`src/rtl/mem_ls_ctrl.sv`:
```
// Load/store sequencer: steps MAR/MDR/memory/register strobes for one memory instruction per start.
// Optional memory wait timeout is compiled in with `define MEM_LS_TIMEOUT_EN.
module mem_ls_ctrl #(
    parameter int unsigned NUM_REGS       = 6,
    parameter int unsigned TIMEOUT_CYCLES = 16
) (
    input  logic                clk,
    input  logic                rst,
    input  logic                start,
    input  logic [15:0]         instruction,
    input  logic                mfc,
    output logic                busy,
    output logic                done,
    output logic                err,
    output logic                mem_en,
    output logic                mar_in,
    output logic                mdr_write_en,
    output logic                mdr_read_en,
    output logic                mdr_out,
    output logic                rw,
    output logic                pc_inc,
    output logic [NUM_REGS-1:0] rx_out,
    output logic [NUM_REGS-1:0] rx_in,
    output logic [3:0]          state_dbg
);

    localparam logic [3:0] OP_LOAD  = 4'b0010;
    localparam logic [3:0] OP_STORE = 4'b0011;

    if (NUM_REGS < 1 || NUM_REGS > 64) begin : g_bad_num_regs
        $error("mem_ls_ctrl: NUM_REGS must be 1..64");
    end
    if (TIMEOUT_CYCLES < 1) begin : g_bad_timeout
        $error("mem_ls_ctrl: TIMEOUT_CYCLES must be >= 1");
    end

    typedef enum logic [3:0] {
        S_IDLE    = 4'd0,
        S_FETCH   = 4'd1,
        S_MAR     = 4'd2,
        S_ST_DATA = 4'd3,
        S_ST_MDR  = 4'd4,
        S_ST_WAIT = 4'd5,
        S_LD_WAIT = 4'd6,
        S_LD_MDR  = 4'd7,
        S_LD_BUS  = 4'd8,
        S_LD_REG  = 4'd9,
        S_DONE    = 4'd10
    } state_t;

    state_t      state, nxt_state;
    logic [15:0] instr, nxt_instr;
    logic        err_flag, nxt_err;
    logic        wait_expired;

    logic                n_busy, n_done, n_err, n_mem_en, n_mar_in;
    logic                n_mdr_write_en, n_mdr_read_en, n_mdr_out, n_rw, n_pc_inc;
    logic [NUM_REGS-1:0] n_rx_out, n_rx_in;
    logic [NUM_REGS-1:0] addr_sel, data_sel;

    // Register i is wired to bit NUM_REGS-1-i of the enable vectors.
    function automatic logic [NUM_REGS-1:0] reg_sel(input logic [5:0] idx);
        logic [NUM_REGS-1:0] v;
        v = '0;
        for (int unsigned i = 0; i < NUM_REGS; i++) begin
            v[i] = (32'(idx) == (NUM_REGS - 1 - i));
        end
        return v;
    endfunction

    function automatic logic bad_index(input logic [15:0] ins);
        return (32'(ins[11:6]) >= NUM_REGS) || (32'(ins[5:0]) >= NUM_REGS);
    endfunction

    // Handshake: start is taken on a rising edge only while busy=0 (IDLE) with a
    // load/store opcode; instruction is captured on that edge and ignored afterwards.
    always_comb begin
        nxt_state = state;
        nxt_instr = instr;
        nxt_err   = err_flag;
        case (state)
            S_IDLE: begin
                if (start && (instruction[15:12] == OP_LOAD || instruction[15:12] == OP_STORE)) begin
                    nxt_instr = instruction;
                    if (bad_index(instruction)) begin
                        nxt_state = S_DONE;
                        nxt_err   = 1'b1;
                    end else begin
                        nxt_state = S_FETCH;
                        nxt_err   = 1'b0;
                    end
                end
            end
            S_FETCH:   nxt_state = S_MAR;
            S_MAR:     nxt_state = (instr[15:12] == OP_STORE) ? S_ST_DATA : S_LD_WAIT;
            S_ST_DATA: nxt_state = S_ST_MDR;
            S_ST_MDR:  nxt_state = S_ST_WAIT;
            S_ST_WAIT: begin
                if (mfc) begin
                    nxt_state = S_DONE;
                end else if (wait_expired) begin
                    nxt_state = S_DONE;
                    nxt_err   = 1'b1;
                end
            end
            S_LD_WAIT: begin
                if (mfc) begin
                    nxt_state = S_LD_MDR;
                end else if (wait_expired) begin
                    nxt_state = S_DONE;
                    nxt_err   = 1'b1;
                end
            end
            S_LD_MDR:  nxt_state = S_LD_BUS;
            S_LD_BUS:  nxt_state = S_LD_REG;
            S_LD_REG:  nxt_state = S_DONE;
            S_DONE: begin
                nxt_state = S_IDLE;
                nxt_err   = 1'b0;
            end
            default: begin
                nxt_state = S_IDLE;
                nxt_err   = 1'b0;
            end
        endcase
    end

    // Outputs are decoded from the upcoming state so the registered copy matches the state register.
    always_comb begin
        addr_sel       = reg_sel(nxt_instr[5:0]);
        data_sel       = reg_sel(nxt_instr[11:6]);
        n_busy         = (nxt_state != S_IDLE);
        n_done         = 1'b0;
        n_err          = 1'b0;
        n_mem_en       = 1'b0;
        n_mar_in       = 1'b0;
        n_mdr_write_en = 1'b0;
        n_mdr_read_en  = 1'b0;
        n_mdr_out      = 1'b0;
        n_rw           = 1'b0;
        n_pc_inc       = 1'b0;
        n_rx_out       = '0;
        n_rx_in        = '0;
        case (nxt_state)
            S_FETCH: begin
                n_pc_inc = 1'b1;
                n_rx_out = addr_sel;
            end
            S_MAR: begin
                n_mar_in = 1'b1;
                n_rx_out = addr_sel;
            end
            S_ST_DATA: n_rx_out = data_sel;
            S_ST_MDR: begin
                n_mdr_write_en = 1'b1;
                n_rx_out       = data_sel;
            end
            S_ST_WAIT: n_mem_en = 1'b1;
            S_LD_WAIT: begin
                n_mem_en = 1'b1;
                n_rw     = 1'b1;
            end
            S_LD_MDR: begin
                n_mem_en      = 1'b1;
                n_rw          = 1'b1;
                n_mdr_read_en = 1'b1;
            end
            S_LD_BUS: begin
                n_mdr_out = 1'b1;
                n_rw      = 1'b1;
            end
            S_LD_REG: begin
                n_mdr_out = 1'b1;
                n_rw      = 1'b1;
                n_rx_in   = data_sel;
            end
            S_DONE: begin
                n_done = 1'b1;
                n_err  = nxt_err;
            end
            default: ;
        endcase
    end

    always_ff @(posedge clk or posedge rst) begin
        if (rst) begin
            state        <= S_IDLE;
            instr        <= '0;
            err_flag     <= 1'b0;
            busy         <= 1'b0;
            done         <= 1'b0;
            err          <= 1'b0;
            mem_en       <= 1'b0;
            mar_in       <= 1'b0;
            mdr_write_en <= 1'b0;
            mdr_read_en  <= 1'b0;
            mdr_out      <= 1'b0;
            rw           <= 1'b0;
            pc_inc       <= 1'b0;
            rx_out       <= '0;
            rx_in        <= '0;
        end else begin
            state        <= nxt_state;
            instr        <= nxt_instr;
            err_flag     <= nxt_err;
            busy         <= n_busy;
            done         <= n_done;
            err          <= n_err;
            mem_en       <= n_mem_en;
            mar_in       <= n_mar_in;
            mdr_write_en <= n_mdr_write_en;
            mdr_read_en  <= n_mdr_read_en;
            mdr_out      <= n_mdr_out;
            rw           <= n_rw;
            pc_inc       <= n_pc_inc;
            rx_out       <= n_rx_out;
            rx_in        <= n_rx_in;
        end
    end

`ifdef MEM_LS_TIMEOUT_EN
    localparam int unsigned CW = $clog2(TIMEOUT_CYCLES + 1);
    logic [CW-1:0] wait_cnt;

    // Zero outside wait states, so every wait episode starts counting from 0.
    always_ff @(posedge clk or posedge rst) begin
        if (rst) begin
            wait_cnt <= '0;
        end else if (state == S_ST_WAIT || state == S_LD_WAIT) begin
            wait_cnt <= wait_cnt + 1'b1;
        end else begin
            wait_cnt <= '0;
        end
    end

    assign wait_expired = (wait_cnt == CW'(TIMEOUT_CYCLES - 1));
`else
    assign wait_expired = 1'b0;
`endif

    assign state_dbg = state;

endmodule

```
`config.mk`:
```
export PLATFORM = sky130hd
export DESIGN_NAME = mem_ls_ctrl
export DESIGN_NICKNAME = d
export VERILOG_FILES = /design/src/rtl/mem_ls_ctrl.sv
export SDC_FILE = /design/constraint.sdc
export NUM_CORES = 1
export LEC_CHECK = 0
export CAP_MARGIN = 20
export CORE_MARGIN = 2
export CORE_UTILIZATION = 51
export CTS_BUF_LIST = sky130_fd_sc_hd__clkbuf_4
export DETAILED_ROUTE_END_ITERATION = 16
export HOLD_SLACK_MARGIN = 0.15
export PLACE_DENSITY = 0.81
export SYNTH_ARGS = -nofsm -noshare
export SYNTH_HDL_FRONTEND = slang
export SYNTH_SLANG_ARGS = --single-unit
```
`constraint.sdc`:
```
create_clock -name clk -period 2.3 [get_ports clk]
set_clock_uncertainty 0.15 [all_clocks]
set_input_delay 0.345 -clock clk [delete_from_list [all_inputs] [get_ports clk]]
set_output_delay 0.345 -clock clk [all_outputs]
set_load 0.01 [all_outputs]
```
# After elaboration in Yosys (flattened, before gate mapping)
# Index checks and enable logic that the tools add are counted.
op_classes:
  mux: 22
  n_reduce_logical: 14
  order_cmp: 2
  eq_ne: 32
op_table:
  columns: ["cell", "n"]
  rows:
  - ["$pmux 4 s10", 1]
  - ["$eq 4x3->1 const B", 8]
  - ["$eq 4x2->1 const B", 7]
  - ["$eq 6x2->1 const B", 4]
  - ["$eq 6x3->1 const B", 4]
  - ["$mux 12", 2]
  - ["$eq 4x4->1 const B", 5]
  - ["$mux 4", 4]
  - ["$eq 6x1->1 const B", 2]
  - ["$ge 6x3->1 const B", 2]
  - ["$logic_not 6->1", 2]
  - ["$pmux 6 s2", 1]
  - ["$mux 1", 11]
  - ["$reduce_or 9->1", 1]
  - ["$eq 4x1->1 const B", 2]
  - ["$mux 6", 1]
  - ["$reduce_or 2->1", 3]
  - ["$logic_not 4->1", 1]
  - ["$reduce_bool 4->1", 1]
  - ["$reduce_or 4->1", 1]
  - ["$mux 3", 1]
  - ["$reduce_or 3->1", 1]
  - ["$logic_or 1x1->1", 2]
  - ["$pmux 1 s2", 1]
  - ["2 further kinds", 2]
word_totals:
  input_bits: 20
  reg_bits: 43
  out_inout_bits: 26
  word_cells: 86

# Logic depth before layout (Yosys ltp)
logic_depth:
  ltp_word: 8
  ltp_mapped: 7
  depth_no_buf: 5

# Worst setup path before layout
# OpenSTA, ideal clock, no wires.
synth_timing:
  kind: "register -> register"
  start: "register state[0], in the netlist state_dbg[0]"
  end: "register rx_out[2]"
  path_slack_ns: 0.365
  setup_time_ns: 0.101
  t_arrival_ns: 1.684
  stages_incl_launch_ff: 6
  path_cell_list: "dfrtp_1 > buf_6 > nor4_4 > nand3_1 > a221o_1 > o32ai_1"
synth_via:
  elab_chain_cells: 5
  word_cells_on_any_way: 24
  cone_classes: "15 x eq/ne; 6 x mux; 3 x reduce/logical"
synth_lines:
  columns: ["item", "line", "source"]
  rows:
  - ["start: declaration", "51", "state_t state, nxt_state;"]
  - ["start signal: assignment", "203", "state <= nxt_state;"]
  - ["$eq 4x4->1, or another cell as far along", "81", "case (state)"]
  - ["$pmux 4 s10", "81", null]
  - ["$eq 4x3->1, or another cell as far along", "144", "case (nxt_state)"]
  - ["$reduce_or 2->1 (no line)", null, null]
  - ["$pmux 6 s2 *", "144", null]
  - ["via n_rx_out[2]", "58", "logic [NUM_REGS-1:0] n_rx_out, n_rx_in;"]
  - ["end signal: assignment", "216", "rx_out <= n_rx_out;"]
  - ["end: declaration", "22", "output logic [NUM_REGS-1:0] rx_out,"]
# Mark *: on every way through the listed nets, which the timed path passes. The rest lies on a longest branch.
# A chain may end at the register's enable or synchronous reset.

# Final worst setup path
layout_timing:
  start: "register state[1], in the netlist state_dbg[1]"
  end: "register rx_in[1]"
layout_via:
  elab_chain_cells: 4
  word_cells_on_any_way: 18
  cone_classes: "11 x eq/ne; 6 x mux; 1 x reduce/logical"
layout_lines:
  columns: ["item", "line", "source"]
  rows:
  - ["$eq 4x4->1, or another cell as far along", "81", null]
  - ["$pmux 4 s10 or $mux 12 (tied branches)", "81", null]
  - ["$eq 4x4->1 or $eq 6x3->1 (tied branches)", "144, 66", null]
  - ["$mux 6 *", "144", null]
  - ["via n_rx_in[1]", "58", null]
  - ["end signal: assignment", "217", "rx_in <= n_rx_in;"]
  - ["end: declaration", "23", "output logic [NUM_REGS-1:0] rx_in,"]
# Marks and branches as above.

==> impl_metrics.csv <==
group,metric,value,unit
yosys,synth_edf_count,0,
worst_setup_path,cp.required,2.43,ns
finish,fin_util,0.7008,
clock_tree,clk_pin_slew,0.13,ns
yosys,ys_types,47,
sta,timing.slew.headroom,0.6662,
die,dieArea,4359,um^2
die,die_h,66.02,um
power,p_seq_frac,0.414,
finish,diodes,0,
route,drtIter0Drc,146,
worst_setup_path,regToRegSetupSlack,0.17,ns
clock_tree,cts_setup_buffers,0,
power,clkPwrFrac,0.140,
clock_tree,h-tree-depth,2,
placement,pre_cts_slack,-0.01452,ns
power,total_power,2.669,mW
placement,io_buffers,45,
power,p_per_area,1033,nW/um^2
flow_run,cap_violations,0,
placement,gp_congestion,0.9743,
worst_setup_path,cp_data_arrival_time,2.26,ns
placement,place_hpwl,3.077,mm
yosys,ys_seq_elements,43,
clock_tree,cts_resized,0,
route,route.detailed.drc,0,
clock_tree,cts_buffers,5,
yosys,syn_inst,193,
yosys,synth_top_flop_cell,"dfrtp_1",
power,ir_drop,715.8,uV
power,switching_share,0.3911,
yosys,syn_area_per_cell,10.17,um^2
route,routed_wl,4.170,mm
clock_tree,clock_latency,0.36,ns
clock_tree,cts_tree,"built",
route,vias,1673,
die,die_x,66.02,um
worst_setup_path,timing.rr.end,"rx_in[1]",
power,switchingPower,1.044,mW
finish,layout.nets,269,
die,io_pins,46,
global_route,grt_max_degree,44,
global_route,grt_util_all_layers,0.2096,
sta,setup-tns-final,0,ns
sta,finalSetupViolCount,0,
clock_tree,clkSinkCount,43,
worst_setup_path,start_kind,"flop",
finish,final_cells,298,
sta,period_share,0.9244,
clock_tree,clock_path_buffers,2,
sta,finalMaxSlewViolations,0,
worst_setup_path,path_class,"flop to flop",
sta,timing.fmax,470.3,MHz
sta,layout_min_cycle_time,2.126,ns
yosys,synth_seq_area_share,0.5485,
finish,stdcell_area,2585,um^2
sta,setup_slack,0.1739,ns
worst_setup_path,reg2reg_depth,5,
worst_setup_path,crit_path_end_kind,"flop",
route,post_drt_via_cell_ratio,5.614,
global_route,antenna_found_initial,0,
power,p_int,1.625,mW
power,power_frac_comb,0.446,
run_status,outcome,"complete, no violations",
yosys,syn_nets,213,
route,wl_per_cell,13.99,um
sta,worstMarginPinSlew,0.4881,ns
die,initial_core_util,0.5319,
worst_setup_path,worstPathMaxFanout,7,
yosys,yosys_warnings,0,
worst_setup_path,r2r-start,"state_dbg[1]",
sta,rsz0062_at_grt,"false",
route,firstDrtPassIters,4,
yosys,synthesis.area,1962,um^2
finish,layout-drive-gt1-share,0.1080,
clock_tree,ctsRootBufferMaster,"clkbuf_4",
global_route,grt-ovfl-total,0,
route,ant_nets,0,
die,coreArea,3689,um^2
global_route,grt_pass1_wl,6.906,mm
finish,area_growth,31.76,%
sta,hold_slack,0.2474,ns
power,cellLeakagePower,1.149,nW
sta,hold_viol_final,0,
placement,placedInstanceArea,2527,um^2
clock_tree,ctsHoldBuffers,0,
yosys,synthArstFlopShare,1.000,
die,num_rows,22,
placement,place_inst,290,
min_path,hp-class,"input pin to asynchronous set/reset pin",
global_route,grt_pass1_vias,1500,
cell usage after synthesis (2+ instances only):
library cell  instances  share of area
dfrtp_1              43           0.55
nand2_1              35          0.067
nor3_1               11          0.028
nor2_1               10          0.019
o21ai_0               8          0.020
inv_1                 6          0.011
o32ai_1               6          0.027
a21oi_1               5          0.013
clkbuf_1              5         0.0096
nand2b_1              5          0.016
nor4_1                5          0.016
buf_2                 4          0.010
a31oi_1               3         0.0096
and2_1                3         0.0096
o21ai_1               3         0.0077
o31ai_1               3          0.011
a22oi_1               2         0.0077
mux2i_1               2          0.010
nand3_1               2         0.0051
nand4_1               2         0.0064
nand4bb_1             2          0.011
nor4bb_1              2          0.010
o22a_1                2         0.0089
cell usage in the layout, fill, tap and decap left out, types with 2 or more instances in the layout:
master,Yosys,layout
a21oi_1,5,5
a22oi_1,2,2
a31oi_1,3,3
and2_1,3,3
buf_4,0,14
clkbuf_4,0,5
clkdlybuf4s50_1,0,45
dfrtp_1,43,43
inv_1,6,6
mux2i_1,2,2
nand2_1,35,35
nand2b_1,5,5
nand3_1,2,2
nand4_1,2,2
nand4bb_1,2,2
nor2_1,10,10
nor3_1,11,11
nor4_1,5,5
nor4bb_1,2,2
o21ai_0,8,8
o21ai_1,3,3
o22a_1,2,2
o31ai_1,3,3
o32ai_1,6,6
per-layer routing:
metal	up-vias	wire, um	global-route usage
li1	812	-	-
met1	785	1954	0.2997
met2	71	1871	0.3093
met3	5	290	0.05451
met4	0	54	0.07398
met5	-	0	0
kinds of logic after synthesis:
| family | share of synthesized area |
|---|---|
| flip-flops | 0.5485 |
| buffers and inverters | 0.03890 |
| AO/OA/AOI/OAI | 0.1390 |
| multiplexers | 0.02168 |
| AND/OR/NAND/NOR | 0.2519 |
layout make-up:
type	instances	area (um^2)
tap	48	60.06
multi-input combinational	133	809.5
timing repair buffer	59	555.5
inverter	7	26.28
clock buffer	5	37.54
sequential	43	1076
fill	297	1104
clock inverter	3	20.02
power by group through the flow:
| stage | sequential [mW] | clock (mW) | combinational [mW] |
|---|---|---|---|
| 2_1_floorplan | 1.16 | 0 | 0.695 |
| 3_3_place_gp | 1.11 | 0 | 1.16 |
| 3_5_place_dp | 1.12 | 0 | 1.18 |
| 4_1_cts | 1.10 | 0.380 | 1.18 |
| 5_1_grt | 1.12 | 0.416 | 1.32 |
| 6_report | 1.10 | 0.374 | 1.19 |
sequential cells by signal, indices dropped and copies added, names as in the netlist, 4 cells and up:
register,flops
rx_in,6
rx_out,6
instr,16
state_dbg,4
critical path, stage by stage, from the launching register on:
cell and delay [ns]:
dfrtp_1 0.44, or4_1 0.69, nor4b_1 0.35, a31oi_1 0.07
buf_4 0.16, nor3_1 0.18
worst max path at each step:
stage | from | endpoint | slack (ns) | cells past startpoint
2_1_floorplan | state_dbg[0] | rx_out[2] | 0.37 | 5
3_3_place_gp | instruction[11] | rx_in[4] | 0.04 | 5
3_5_place_dp | start | rx_out[3] | -0.01 | 6
4_1_cts | state_dbg[1] | rx_in[1] | 0.17 | 5
5_1_grt | state_dbg[1] | rx_in[1] | 0.05 | 5
6_report | state_dbg[1] | rx_in[1] | 0.17 | 5
Power figures use the tool's default switching activity.
